`src/rtl/mvdm_pkg.sv`:
```
// Shared widths, result-word layout and FSM encoding for the MVDM SAD output serializer.
package mvdm_pkg;
  localparam int PT_W          = 4;
  localparam int SAD_W         = 24;
  localparam int RES_W         = PT_W + SAD_W;
  localparam int RES_PER_FRAME = 2;
  localparam int FIFO_DEPTH    = 4;
  localparam int FRAME_BITS    = RES_W * RES_PER_FRAME;

  localparam int PTR_W = $clog2(FIFO_DEPTH);
  localparam int CNT_W = PTR_W + 1;
  localparam int BIT_W = $clog2(RES_W);
  localparam int IDX_W = (RES_PER_FRAME > 1) ? $clog2(RES_PER_FRAME) : 1;

  localparam logic [CNT_W-1:0] DEPTH_CNT = CNT_W'(FIFO_DEPTH);
  localparam logic [CNT_W-1:0] FRAME_CNT = CNT_W'(RES_PER_FRAME);
  localparam logic [BIT_W-1:0] BIT_LAST  = BIT_W'(RES_W - 1);
  localparam logic [IDX_W-1:0] IDX_LAST  = IDX_W'(RES_PER_FRAME - 1);

  typedef struct packed {
    logic [PT_W-1:0]  point;
    logic [SAD_W-1:0] sad;
  } res_t;

  typedef enum logic {
    IDLE = 1'b0,
    SEND = 1'b1
  } state_e;
endpackage

```
`src/rtl/mvdm_sad_serializer_if.sv`:
```
// Result handshake from the datapath and the serial pad pair driven by the serializer.
interface mvdm_sad_serializer_if;
  import mvdm_pkg::*;

  logic res_valid;
  res_t res_data;
  logic res_ready;
  logic out_valid;
  logic out_sad;
  logic busy;
  logic frame_done;

  modport master (
    output res_valid, res_data,
    input  res_ready, out_valid, out_sad, busy, frame_done
  );

  modport slave (
    input  res_valid, res_data,
    output res_ready, out_valid, out_sad, busy, frame_done
  );
endinterface

```
`src/rtl/mvdm_res_fifo.sv`:
```
// Small synchronous result buffer with a clear that drops everything held.
module mvdm_res_fifo
  import mvdm_pkg::*;
(
  input  logic             clk,
  input  logic             clear_i,
  input  logic             push_i,
  input  logic [RES_W-1:0] wr_data_i,
  input  logic             pop_i,
  output logic [RES_W-1:0] rd_data_o,
  output logic [CNT_W-1:0] count_o,
  output logic             full_o,
  output logic             empty_o
);
  logic [RES_W-1:0] mem_q [FIFO_DEPTH];
  logic [PTR_W-1:0] wr_ptr_q, rd_ptr_q;
  logic [CNT_W-1:0] count_q;
  logic             do_push, do_pop;

  assign full_o    = (count_q == DEPTH_CNT);
  assign empty_o   = (count_q == '0);
  assign do_push   = push_i && !full_o;
  assign do_pop    = pop_i && !empty_o;
  assign count_o   = count_q;
  assign rd_data_o = mem_q[rd_ptr_q];

  always_ff @(posedge clk) begin
    if (do_push && !clear_i) begin
      mem_q[wr_ptr_q] <= wr_data_i;
    end
  end

  always_ff @(posedge clk) begin
    if (clear_i) begin
      wr_ptr_q <= '0;
      rd_ptr_q <= '0;
      count_q  <= '0;
    end else begin
      if (do_push) wr_ptr_q <= wr_ptr_q + 1'b1;
      if (do_pop)  rd_ptr_q <= rd_ptr_q + 1'b1;
      case ({do_push, do_pop})
        2'b10:   count_q <= count_q + 1'b1;
        2'b01:   count_q <= count_q - 1'b1;
        default: count_q <= count_q;
      endcase
    end
  end
endmodule

```
`src/rtl/mvdm_sad_serializer.sv`:
```
// Buffers parallel SAD results and ships them MSB-first on the out_valid/out_sad pads,
// RES_PER_FRAME words per gap-free frame.
module mvdm_sad_serializer
  import mvdm_pkg::*;
(
  input  logic                  clk,
  input  logic                  rst,
  input  logic                  flush,
  mvdm_sad_serializer_if.slave  bus
);
  // state | meaning
  // IDLE  | pads quiet; waits until a whole frame of results is buffered
  // SEND  | shifting a frame out, words loaded back-to-back from the FIFO

  logic             fifo_clear, fifo_push, fifo_pop, fifo_full, fifo_empty;
  logic [RES_W-1:0] fifo_rd_data;
  logic [CNT_W-1:0] fifo_count;

  state_e           state_q;
  logic [RES_W-2:0] sh_q;
  logic [BIT_W-1:0] bit_cnt_q;
  logic [IDX_W-1:0] res_idx_q;
  logic             out_valid_q, out_sad_q, frame_done_q;

  logic             start, word_end, last_word;

  assign fifo_clear    = rst | flush;
  assign bus.res_ready = !fifo_full && !rst && !flush;
  assign fifo_push     = bus.res_valid && bus.res_ready;

  assign start     = (state_q == IDLE) && (fifo_count >= FRAME_CNT) && !flush;
  assign word_end  = (state_q == SEND) && (bit_cnt_q == BIT_LAST);
  assign last_word = (res_idx_q == IDX_LAST);
  assign fifo_pop  = !fifo_clear && !fifo_empty && (start || (word_end && !last_word));

  mvdm_res_fifo u_fifo (
    .clk       (clk),
    .clear_i   (fifo_clear),
    .push_i    (fifo_push),
    .wr_data_i (bus.res_data),
    .pop_i     (fifo_pop),
    .rd_data_o (fifo_rd_data),
    .count_o   (fifo_count),
    .full_o    (fifo_full),
    .empty_o   (fifo_empty)
  );

  // The word MSB goes straight to out_sad_q, so the shifter only keeps the remaining bits.
  always_ff @(posedge clk) begin
    if (rst || flush) begin
      state_q      <= IDLE;
      sh_q         <= '0;
      bit_cnt_q    <= '0;
      res_idx_q    <= '0;
      out_valid_q  <= 1'b0;
      out_sad_q    <= 1'b0;
      frame_done_q <= 1'b0;
    end else begin
      frame_done_q <= 1'b0;
      case (state_q)
        IDLE: begin
          if (start) begin
            state_q     <= SEND;
            sh_q        <= fifo_rd_data[RES_W-2:0];
            out_sad_q   <= fifo_rd_data[RES_W-1];
            out_valid_q <= 1'b1;
            bit_cnt_q   <= '0;
            res_idx_q   <= '0;
          end
        end
        SEND: begin
          if (bit_cnt_q != BIT_LAST) begin
            sh_q      <= {sh_q[RES_W-3:0], 1'b0};
            out_sad_q <= sh_q[RES_W-2];
            bit_cnt_q <= bit_cnt_q + 1'b1;
          end else if (!last_word) begin
            sh_q      <= fifo_rd_data[RES_W-2:0];
            out_sad_q <= fifo_rd_data[RES_W-1];
            bit_cnt_q <= '0;
            res_idx_q <= res_idx_q + 1'b1;
          end else begin
            state_q      <= IDLE;
            out_valid_q  <= 1'b0;
            out_sad_q    <= 1'b0;
            frame_done_q <= 1'b1;
            bit_cnt_q    <= '0;
            res_idx_q    <= '0;
          end
        end
        default: state_q <= IDLE;
      endcase
    end
  end

  assign bus.out_valid  = out_valid_q;
  assign bus.out_sad    = out_sad_q;
  assign bus.frame_done = frame_done_q;
  assign bus.busy       = (state_q == SEND);
endmodule
```
`src/flat_wrapper.sv`:
```
// flat-port wrapper written by rule: the top's interface ports become plain ports
module mvdm_sad_serializer_flat import mvdm_pkg::*;
  (clk, rst, flush, bus_res_valid, bus_res_data, bus_res_ready, bus_out_valid, bus_out_sad, bus_busy, bus_frame_done);
  mvdm_sad_serializer_if bus_i ();
  input  logic clk;
  input  logic rst;
  input  logic flush;
  input wire logic [$bits(bus_i.res_valid)-1:0] bus_res_valid;
  input wire logic [$bits(bus_i.res_data)-1:0] bus_res_data;
  output wire logic [$bits(bus_i.res_ready)-1:0] bus_res_ready;
  output wire logic [$bits(bus_i.out_valid)-1:0] bus_out_valid;
  output wire logic [$bits(bus_i.out_sad)-1:0] bus_out_sad;
  output wire logic [$bits(bus_i.busy)-1:0] bus_busy;
  output wire logic [$bits(bus_i.frame_done)-1:0] bus_frame_done;
  assign bus_i.res_valid = bus_res_valid;
  assign bus_i.res_data = bus_res_data;
  assign bus_res_ready = bus_i.res_ready;
  assign bus_out_valid = bus_i.out_valid;
  assign bus_out_sad = bus_i.out_sad;
  assign bus_busy = bus_i.busy;
  assign bus_frame_done = bus_i.frame_done;
  mvdm_sad_serializer u_core (.clk(clk), .rst(rst), .flush(flush), .bus(bus_i));
endmodule
```
`config.mk`:
```
export PLATFORM = sky130hd
export DESIGN_NAME = mvdm_sad_serializer_flat
export DESIGN_NICKNAME = d
export VERILOG_FILES = /design/src/rtl/mvdm_pkg.sv /design/src/rtl/mvdm_sad_serializer_if.sv /design/src/rtl/mvdm_res_fifo.sv /design/src/rtl/mvdm_sad_serializer.sv /design/src/flat_wrapper.sv
export SDC_FILE = /design/constraint.sdc
export NUM_CORES = 1
export LEC_CHECK = 0
export CORE_ASPECT_RATIO = 1.75
export CORE_UTILIZATION = 55
export DETAILED_ROUTE_END_ITERATION = 10
export PLACE_DENSITY = 0.75
export SLEW_MARGIN = 20
export SYNTH_ARGS = -nofsm -noshare
export SYNTH_HDL_FRONTEND = slang
export SYNTH_HIERARCHICAL = 1
export SYNTH_SLANG_ARGS = --single-unit
```
`constraint.sdc`:
```
create_clock -name clk -period 5.99 [get_ports clk]
set_clock_uncertainty 0.05 [all_clocks]
set_input_delay 1.4975 -clock clk [delete_from_list [all_inputs] [get_ports clk]]
set_output_delay 1.4975 -clock clk [all_outputs]
set_load 0.01 [all_outputs]
```
==> reports/results.ini <==
[worst_setup_path]
reg2reg_from=u_core/bit_cnt_q[0]
timing.reg2reg.setup_slack_ns=3.05
cp_slowest_cell=clkdlybuf4s50_1
crit_path_start_kind=input pin
crit_path_cell_trace=clkdlybuf4s50_1 -> nor2_2 -> buf_4 -> inv_2 -> nor2_1 -> clkdlybuf4s50_1
worst_ep_arrival_time_ns=3.34
crit-reg2reg-capture=u_core/u_fifo/count_o[2]
timing.reg2reg.worst_path_depth=13
timing.critical_path.mode_cell=clkdlybuf4s50_1
required_ns=4.44
crit_fanout=31
criticalPathCategory=in2out
timing.critical_path.to_type=output port
delay_of_the_slowest_cell_on_the_worst_path_ns=0.55

[worst_hold_path]
hold_path_class=reg2reg
hold_path_end=u_core/sh_q[0]
worstHoldStart=u_core/sh_q[0]
min_delay_path_depth=2

[clocking]
post-cts-setup-buffer-count=0
clkLatencyLatePin_ns=0.41
cts_hold_repair.buffers=0
cts_repair_resized_insts=0
htreeDepth=4
cts_tree=built
cts_num_sinks=158
ctsLongestPathBuffers=2
clock_transition_at_path_regs_ns=0.06
root_buffer=clkbuf_16
cts_made_buffers=17

[timing]
total_count_of_hold_check_failures_in_the_final_report=0
setup_slack_ns=1.11
max_slew_vio_count=0
period_minus_slack_ns=4.88
final_min_period_over_clock_period_pct=81.5
final.hold.worst_slack_ns=0.433
fmaxAchievable_mhz=205
max_slew.worst_pin.slew_ns=1.04
setup_violations=0
rsz0062_at_grt=false
timing.setup.tns_ns=0
slew-limit-headroom_pct=30.9

[floorplanning]
floorplan.initialDensity_pct=56.1
floorplan.die_area_um2=11800
top_level_ports=37
die_height_um=143
chipWidth_um=82.4
floorplan.rows=51
core-area_um2=11100

[placed_design]
detailedPlace.worstSlack_ns=1.11
port-buffer-count=36
post_dp_cell_area_um2=6670
place_congestion=0.720
dpl.cell_count=510
detailed_place_hpwl_mm=6.41

[synthesis]
yosys_most_used_dff=edfxtp_1
share_of_synthesized_flip_flops_with_an_asynchronous_set_or_reset_pct=0
synth_top_cells_by_area=edfxtp_1, dfxtp_1, mux4_2
synth_area_per_cell_um2=17.5
synth.cell_area_um2=6230
synth.yosys.seq_area_share_pct=68.8
post_synth_inst_count=355
synth_area_leader_cell=edfxtp_1
yosys.cell_count.top_type=edfxtp_1
synth.ff_latch_count=158
synth_common_cells=edfxtp_1, dfxtp_1, o21a_1, o221a_1, mux4_2
synth_fp_nets=394
share_of_the_synthesized_area_in_the_top_cell_type_pct=54.0
yosysWarningCount=6
post_synth_edffs=112
synthDistinctLibCells=44

[route]
vias_per_cell=6.01
detailed_route_iter0_violations=166
drt-pass1-iter-count=4
drt_antenna_net_count=0
number_of_drc_violations_after_detailed_routing=0
num_vias=3257
wl_mm=11.0
post_drt_wl_per_cell_um=20.2

[final_layout]
final_area_um2=7260
antenna_cells=0
multi_input_area_um2=1780
regArea_um2=4290
layoutNonFillerInstCount=542
num-nets-final=436
final.fill_count=782
fin_util_pct=65.3
drive_above_1_share_pct=18.0
area.growth.synth_to_final_pct=16.5

[global_route]
grt_first_pass_wirelength_mm=17.4
global_route.overflow_total=0
grt_antenna_before_repair=0
global_route.usage.total_pct=20.8
grt_max_degree=32
via_count_of_the_first_global_routing_pass=3481

[pwr]
leakage_power_figure_nw=2.35
p_total_mw=2.28
ir_worst_vdd_uv=289
power_per_cell_area_nw_per_um2=314

[flow_run]
timing.max_cap.violations=0

[outcome]
outcome=finished clean

[layout make-up]
type / instances / area share [%]
Timing Repair Buffer: 42 / 5.59
Clock buffer: 17 / 5.86
Multi-Input combinational cell: 168 / 24.5
Sequential cell: 158 / 59.1
Clock inverter: 15 / 2.21
Inverter: 10 / 0.517
Tap cell: 132 / 2.28
[where the power goes]
group	total (mW)	switching, mW	internal [mW]
Combinational	0.0519	0.0234	0.0286
Clock	1.05	0.434	0.620
Sequential	1.17	0.00112	1.17
Total	2.28	0.458	1.82
[routing by layer]
metal	GRT usage, %	up-vias	share of wire, %
li1	-	1514	-
met1	23.1	1671	40
met2	37.0	61	56
met3	4.98	11	2.5
met4	8.86	0	1.6
met5	0	-	0
[critical path: cells and delay by family]
| kind | cells | cell delay, ns |
|---|---|---|
| buffers and inverters | 4 | 1.56 |
| AND/OR/NAND/NOR | 2 | 0.28 |
[placed cells by master, fill, tap and decap left out, types with 2 or more instances in the layout]
master	instances
clkbuf_16	17
edfxtp_1	112
inv_6	6
clkinv_2	2
clkinv_4	3
mux2i_1	2
clkdlybuf4s50_1	36
mux4_1	8
o221a_1	26
nand2b_1	3
inv_2	2
inv_1	8
dfxtp_1	45
nor2_1	14
a211oi_1	3
o21ai_0	6
nand2_1	5
or3_1	4
o21a_1	26
and2_1	2
mux4_2	20
nor3b_2	5
nor3_1	4
bufinv_16	2
xor2_1	3
ha_1	6
buf_4	6
a21oi_1	9
nand3_1	5
[kinds of logic after synthesis]
family                   after synthesis  share of synthesized area (%)
AO/OA/AOI/OAI                         75                           9.99
buffers and inverters                 29                           3.03
XOR/XNOR                               4                          0.563
AND/OR/NAND/NOR                       52                           5.16
multiplexers                          30                           10.9
flip-flops                           158                           68.8
adder cells (fa/ha/maj)                7                           1.53
[sequential cells by signal, summed over array words and instances, names as in the netlist, named ones only]
signal                  count
u_core/bus.busy             1
u_core/bus.out_sad          1
u_core/bus.out_valid        1
u_core/bit_cnt_q            5
u_core/u_fifo/mem_q       112
u_core/u_fifo/wr_ptr_q      2
u_core/u_fifo/rd_ptr_q      2
u_core/u_fifo/count_o       3
u_core/last_word            1
u_core/sh_q                27
u_core/bus.frame_done       1
[worst max-delay path by stage]
stage | start | end
6_report | flush | bus_res_ready
4_1_cts | flush | bus_res_ready
3_3_place_gp | flush | bus_res_ready
2_1_floorplan | flush | u_core/u_fifo/mem_q[0][0]
5_1_grt | flush | bus_res_ready
3_5_place_dp | flush | bus_res_ready
(Power assumes the default switching activity.)
